==> config.mk <==
export PLATFORM = sky130hd
export DESIGN_NAME = matrix2x2_stream_ctrl_flat
export DESIGN_NICKNAME = d
export VERILOG_FILES = /design/src/rtl/matrix2x2_stream_ctrl_if.sv /design/src/rtl/matrix2x2_stream_ctrl.sv /design/src/flat_wrapper.sv
export SDC_FILE = /design/constraint.sdc
export NUM_CORES = 1
export LEC_CHECK = 0
export CORE_ASPECT_RATIO = 1.4
export CORE_MARGIN = 4
export CORE_UTILIZATION = 30
export CTS_CLUSTER_DIAMETER = 40
export DETAILED_ROUTE_END_ITERATION = 16
export PLACE_DENSITY = 0.52
export SLEW_MARGIN = 10
export SYNTH_ARGS = -nofsm -noshare
export SYNTH_HDL_FRONTEND = slang
export SYNTH_SLANG_ARGS = --single-unit
==> constraint.sdc <==
create_clock -name clk -period 1.8 [get_ports clk]
set_input_delay 0.18 -clock clk [delete_from_list [all_inputs] [get_ports clk]]
set_output_delay 0.18 -clock clk [all_outputs]
set_load 0.005 [all_outputs]
==> src/rtl/matrix2x2_stream_ctrl_if.sv <==
// Stream and multiplier bus for matrix2x2_stream_ctrl.
// master = controller side, slave = environment side.
interface matrix2x2_stream_ctrl_if;
  logic [7:0]  in_data;
  logic        in_valid;
  logic        in_ready;
  logic [31:0] mat_a;
  logic [31:0] mat_b;
  logic        mat_rst_n;
  logic [31:0] mat_res;
  logic [7:0]  out_data;
  logic        out_valid;
  logic        out_ready;
  logic        err;

  modport master (
    input  in_data, in_valid, mat_res, out_ready,
    output in_ready, mat_a, mat_b, mat_rst_n,
    output out_data, out_valid, err
  );

  modport slave (
    output in_data, in_valid, mat_res, out_ready,
    input  in_ready, mat_a, mat_b, mat_rst_n,
    input  out_data, out_valid, err
  );
endinterface

==> src/rtl/matrix2x2_stream_ctrl.sv <==
// Byte-stream wrapper for the 2x2 8-bit matrix multiplier.
// Optional result self-check: define MATCTL_CHECK_EN.
module matrix2x2_stream_ctrl #(
  parameter int MUL_LAT = 4
) (
  input  logic                  clk,
  input  logic                  rst,
  matrix2x2_stream_ctrl_if.master bus
);
  localparam int WW = $clog2(MUL_LAT + 1) + 1;

  typedef enum logic [1:0] {
    LOAD,
    RUN,
    SEND
  } state_t;

  state_t      r_state;
  logic [2:0]  r_cnt;
  logic [WW-1:0] r_wait;
  logic [1:0]  r_ocnt;
  logic [63:0] r_ab;
  logic [31:0] r_res;
  logic        r_in_ready;
  logic        r_mat_rst_n;
  logic        r_out_valid;
  logic [7:0]  r_out_data;
  logic        w_err_set;

`ifdef MATCTL_CHECK_EN
  logic        r_err;
  logic [7:0]  w_a00, w_a01, w_a10, w_a11;
  logic [7:0]  w_b00, w_b01, w_b10, w_b11;
  logic [7:0]  w_r00, w_r01, w_r10, w_r11;

  assign {w_a00, w_a01, w_a10, w_a11} = r_ab[63:32];
  assign {w_b00, w_b01, w_b10, w_b11} = r_ab[31:0];
  // 8-bit context keeps only the mod-256 sum
  assign w_r00 = w_a00 * w_b00 + w_a01 * w_b10;
  assign w_r01 = w_a00 * w_b01 + w_a01 * w_b11;
  assign w_r10 = w_a10 * w_b00 + w_a11 * w_b10;
  assign w_r11 = w_a10 * w_b01 + w_a11 * w_b11;
  assign w_err_set =
    ({w_r00, w_r01, w_r10, w_r11} != bus.mat_res);
  assign bus.err = r_err;
`else
  assign w_err_set = 1'b0;
  assign bus.err   = 1'b0;
`endif

  assign bus.in_ready  = r_in_ready;
  assign bus.mat_a     = r_ab[63:32];
  assign bus.mat_b     = r_ab[31:0];
  assign bus.mat_rst_n = r_mat_rst_n;
  assign bus.out_valid = r_out_valid;
  assign bus.out_data  = r_out_data;

  always_ff @(posedge clk or negedge rst) begin
    if (!rst) begin
      r_state     <= LOAD;
      r_cnt       <= '0;
      r_wait      <= '0;
      r_ocnt      <= '0;
      r_ab        <= '0;
      r_res       <= '0;
      r_in_ready  <= 1'b0;
      r_mat_rst_n <= 1'b0;
      r_out_valid <= 1'b0;
      r_out_data  <= '0;
`ifdef MATCTL_CHECK_EN
      r_err       <= 1'b0;
`endif
    end else begin
      unique case (r_state)
        LOAD: begin
          if (!r_in_ready) begin
            r_in_ready <= 1'b1;
          end else if (bus.in_valid) begin
            r_ab  <= {r_ab[55:0], bus.in_data};
            r_cnt <= r_cnt + 3'd1;
`ifdef MATCTL_CHECK_EN
            if (r_cnt == 3'd0) r_err <= 1'b0;
`endif
            if (r_cnt == 3'd7) begin
              r_in_ready  <= 1'b0;
              r_mat_rst_n <= 1'b1;
              r_wait      <= '0;
              r_state     <= RUN;
            end
          end
        end
        RUN: begin
          r_wait <= r_wait + 1'b1;
          if (r_wait == WW'(MUL_LAT)) begin
            r_res       <= bus.mat_res;
            r_out_data  <= bus.mat_res[31:24];
            r_out_valid <= 1'b1;
            r_mat_rst_n <= 1'b0;
            r_ocnt      <= '0;
            r_state     <= SEND;
`ifdef MATCTL_CHECK_EN
            if (w_err_set) r_err <= 1'b1;
`endif
          end
        end
        SEND: begin
          if (r_out_valid && bus.out_ready) begin
            if (r_ocnt == 2'd3) begin
              r_out_valid <= 1'b0;
              r_in_ready  <= 1'b1;
              r_cnt       <= '0;
              r_state     <= LOAD;
            end else begin
              r_ocnt     <= r_ocnt + 2'd1;
              r_out_data <= r_res[23:16];
              r_res      <= {r_res[23:0], 8'h00};
            end
          end
        end
        default: r_state <= LOAD;
      endcase
    end
  end

  logic w_unused;
  assign w_unused = w_err_set;
endmodule

==> src/flat_wrapper.sv <==
// flat-port wrapper written by rule: the top's interface ports become plain ports
module matrix2x2_stream_ctrl_flat 
#(
  parameter int MUL_LAT = 4
)
  (clk, rst, bus_in_data, bus_in_valid, bus_mat_res, bus_out_ready, bus_in_ready, bus_mat_a, bus_mat_b, bus_mat_rst_n, bus_out_data, bus_out_valid, bus_err);
  matrix2x2_stream_ctrl_if bus_i ();
  input  logic clk;
  input  logic rst;
  input wire logic [$bits(bus_i.in_data)-1:0] bus_in_data;
  input wire logic [$bits(bus_i.in_valid)-1:0] bus_in_valid;
  input wire logic [$bits(bus_i.mat_res)-1:0] bus_mat_res;
  input wire logic [$bits(bus_i.out_ready)-1:0] bus_out_ready;
  output wire logic [$bits(bus_i.in_ready)-1:0] bus_in_ready;
  output wire logic [$bits(bus_i.mat_a)-1:0] bus_mat_a;
  output wire logic [$bits(bus_i.mat_b)-1:0] bus_mat_b;
  output wire logic [$bits(bus_i.mat_rst_n)-1:0] bus_mat_rst_n;
  output wire logic [$bits(bus_i.out_data)-1:0] bus_out_data;
  output wire logic [$bits(bus_i.out_valid)-1:0] bus_out_valid;
  output wire logic [$bits(bus_i.err)-1:0] bus_err;
  assign bus_i.in_data = bus_in_data;
  assign bus_i.in_valid = bus_in_valid;
  assign bus_i.mat_res = bus_mat_res;
  assign bus_i.out_ready = bus_out_ready;
  assign bus_in_ready = bus_i.in_ready;
  assign bus_mat_a = bus_i.mat_a;
  assign bus_mat_b = bus_i.mat_b;
  assign bus_mat_rst_n = bus_i.mat_rst_n;
  assign bus_out_data = bus_i.out_data;
  assign bus_out_valid = bus_i.out_valid;
  assign bus_err = bus_i.err;
  matrix2x2_stream_ctrl #(.MUL_LAT(MUL_LAT)) u_core (.clk(clk), .rst(rst), .bus(bus_i));
endmodule
==> metrics.md <==
| Metric | Value |
|---|---|
| Non-filler instance count after layout | `between 600 and 700` |
| DP Wirelength | `7510 um` |
| Post-CTS Hold Buffers | `1` |
| CTS Buf Count | `9` |
| First-pass GRT wire length | `16900 um` |
| Worst skew pair latency | `0.35 ns` |
| Most common cell after layout, fill and taps aside | `clkdlybuf4s50_1` |
| DRC Markers | `0` |
| Startpoint type of the worst setup path | `register` |
| R2R Path Start | `u_core.r_state[1]$_DFFE_PN0P_` |
| Mapped Nets | `379` |
| Setup_tns | `0 ns` |
| Clock slew seen by the registers of the worst setup and hold paths | `approximately 0.080 ns` |
| Worst path top cell family by delay | `flip-flops` |
| Setup violators final | `0` |
| Area of the multi-input gates | `approximately 0.0016 sq mm` |
| Max_cap viols | `0` |
| Routability congestion estimate | `0.780` |
| Final Slew Violations | `0` |
| WL/cell | `15.7 um` |
| Flops & latches, synth | `110` |
| Critical setup path kind | `register to register` |
| Ant diodes | `0` |
| Critical Path Fanout Max | `9` |
| Final period util | `approximately 90%` |
| Clk_skew | `0.0125 ns` |
| Element type at the critical path end | `register` |
| Post-layout min period | `1.63 ns` |
| Nets@finish | `506` |
| Vias in the first global route | `between 3000 and 4000` |
| Design area | `0.00633 sq mm` |
| Gate Count Post-Synth | `330` |
| Largest net degree at the start of global routing | `43` |
| Post-DR vias/cell | `4.67` |
| Dpl cell area | `0.00603 sq mm` |
| Global route overflow | `0` |
| Die Wd | `112 um` |
| Critical Path RT | `2.03 ns` |
| Post-route ant nets | `0` |
| EDFF count, synth | `0` |
| Clock Sinks | `110` |
| Die Y-Extent | `154 um` |
| Post-synth cell types | `35` |
| Setup Fix Bufs, Post-CTS | `0` |
| # port buffers | `between 100 and 150` |
| DRT Pass-1 Iters | `4` |
| CTS tree | `yes` |
| Io pins | `120` |
| Core Footprint | `0.0149 sq mm` |
| Syn. warnings | `0` |
| Worst Path Buf+Inv | `2` |
| Critical Path Max Stage Delay | `0.51 ns` |
| CP Launch Point | `u_core.r_state[1]$_DFFE_PN0P_` |
| Most frequent cells in the layout | `clkdlybuf4s50_1, dfrtp_1, mux2_2, a21oi_1, mux2i_1` |
| Crit path cell chain | `inv_1 -> nor2_4 -> buf_12 -> mux2i_1 -> a21oi_1` |
| Max Buffers Root-to-Sink | `2` |
| # resized after CTS | `0` |
| WHS | `0.259 ns` |
| GRT Total Usage | `a little under an eighth` |
| Leakage power | `2.62 nW` |
| Initial core utilization | `a little under a third` |
| RR Endpoint | `u_core.r_res[9]$_DFFE_PN0P_` |
| Ys flop type | `dfrtp_1` |
| Placed Cells | `637` |
| Root buffer cell | `clkbuf_16` |
| H-Tree Level Count | `3` |
| Layout cells sized above 1 | `23.2%` |
| FF-to-FF path depth | `5` |
| Status | `finished, final reports clean` |
| Layout area overhead | `39.2%` |
| Syn Std Cell Area | `between 0.004 and 0.005 sq mm` |
| Row count | `53` |
| Worst reg-to-reg setup slack | `roughly 0.17 ns` |
| Critical Path AT | `between 1.5 and 2 ns` |
| Hold Violations, Final | `0` |
| Via count | `3055` |
| Slowest-stage cell, CP | `dfrtp_1` |
| Iteration-0 DRC Markers | `95` |
| Hold/Removal Path Class | `input port to async pin` |
| Initial antenna violation count | `0` |
| Die Area | `0.0172 sq mm` |
| Detailed Route WL | `10200 um` |
| Async set-reset flop share out of synthesis | `100%` |
| Fmax | `0.615 GHz` |
| PwrDens | `1660 mW/mm^2` |
| Fillers | `approximately 1400` |
| Seq. cell area | `0.00275 sq mm` |
| Sequential area share after synthesis | `60.5%` |
| Peak supply drop | `572 uV` |
| Syn_area_per_cell | `around 14 sq um` |
| RSZ-0062 raised after global routing | `no` |
| Total chip power | `~10 mW` |
## flip-flops by register name, indices dropped and copies added, names as in the netlist
name / count
u_core.r_ab: 64
u_core.bus.in_ready: 1
u_core.r_ocnt: 2
u_core.r_wait: 4
u_core.bus.mat_rst_n: 1
u_core.r_cnt: 3
u_core.r_res: 24
u_core.bus.out_data: 8
u_core.bus.out_valid: 1
u_core.r_state: 2
## worst reg2reg max path: stages, from the launching register on
cell and delay [ns]:
dfrtp_1 0.51, inv_1 0.19, nor2_4 0.21, buf_12 0.17, mux2i_1 0.33, a21oi_1 0.12
## per-stage QoR
| step | setup slack [ns] | util, % |
|---|---|---|
| after floorplan | 0.226 | - |
| after global placement | 0.0328 | 40.4 |
| after detailed placement | -0.0180 | 40.4 |
| after CTS | 0.162 | 42.4 |
| after global routing | 0.0566 | 42.4 |
| final | 0.173 | 42.4 |
## routing by layer
metal | vias up | wire length, um | track usage, %
met2 | 102 | 4960 | 19.9
met4 | 0 | 114 | 4.30
met3 | 10 | 650 | 2.64
met1 | 1511 | 4520 | 15.4
li1 | 1432 | - | -
met5 | - | 0 | 0
## cell usage after synthesis, types with 2 or more instances
| cell | number | share of area (%) |
|---|---|---|
| a21oi_1 | 51 | 5.6 |
| nand3_1 | 2 | 0.22 |
| nor3_1 | 3 | 0.33 |
| mux2i_1 | 24 | 5.3 |
| a22o_1 | 9 | 1.7 |
| a21o_1 | 2 | 0.33 |
| buf_2 | 4 | 0.44 |
| inv_1 | 4 | 0.33 |
| or3_1 | 2 | 0.27 |
| xnor2_1 | 2 | 0.39 |
| o21ai_0 | 5 | 0.55 |
| mux2_2 | 64 | 16 |
| ha_1 | 5 | 1.4 |
| nand2_2 | 2 | 0.27 |
| nand2_1 | 8 | 0.66 |
| clkbuf_1 | 2 | 0.17 |
| buf_4 | 11 | 1.8 |
| a32o_1 | 2 | 0.44 |
| buf_6 | 3 | 0.74 |
| dfrtp_1 | 110 | 61 |
## cells by family after synthesis
group           synth area share [%]
simple gates                    3.52
fa+ha+maj                       1.38
other cells                   0.0824
flops                           60.5
compound gates                  9.52
buf+inv                         3.49
xor+xnor                       0.385
mux                             21.1
## area by class of cell
| cell class | count | share of cell area [%] |
|---|---|---|
| flip-flops and latches | 110 | 43.5 |
| inverters | 4 | 0.237 |
| well taps | 192 | 3.79 |
| clock inverters | 7 | 1.01 |
| multi-input cells | 196 | 25.9 |
| repair buffers | 136 | 22.0 |
| clock buffers | 9 | 3.56 |
## how the worst max path moves through the flow
stage	endpoint	slack, ns	cells past startpoint
after global placement	u_core.r_ab[41]$_DFFE_PN0P_	0.03	5
after global routing	u_core.bus.mat_rst_n$_DFFE_PN0P_	0.06	6
after CTS	u_core.r_res[9]$_DFFE_PN0P_	0.16	5
after detailed placement	u_core.r_ab[1]$_DFFE_PN0P_	-0.02	5
after floorplan	u_core.r_res[10]$_DFFE_PN0P_	0.23	8
final	u_core.r_res[9]$_DFFE_PN0P_	0.17	5
## power by group
part	leakage (nW)	switching [mW]	internal (mW)
Clock	0.142	0.974	0.975
Combinational	1.16	1.35	2.72
Sequential	1.33	0.812	3.67
(Power assumes the default switching activity.)
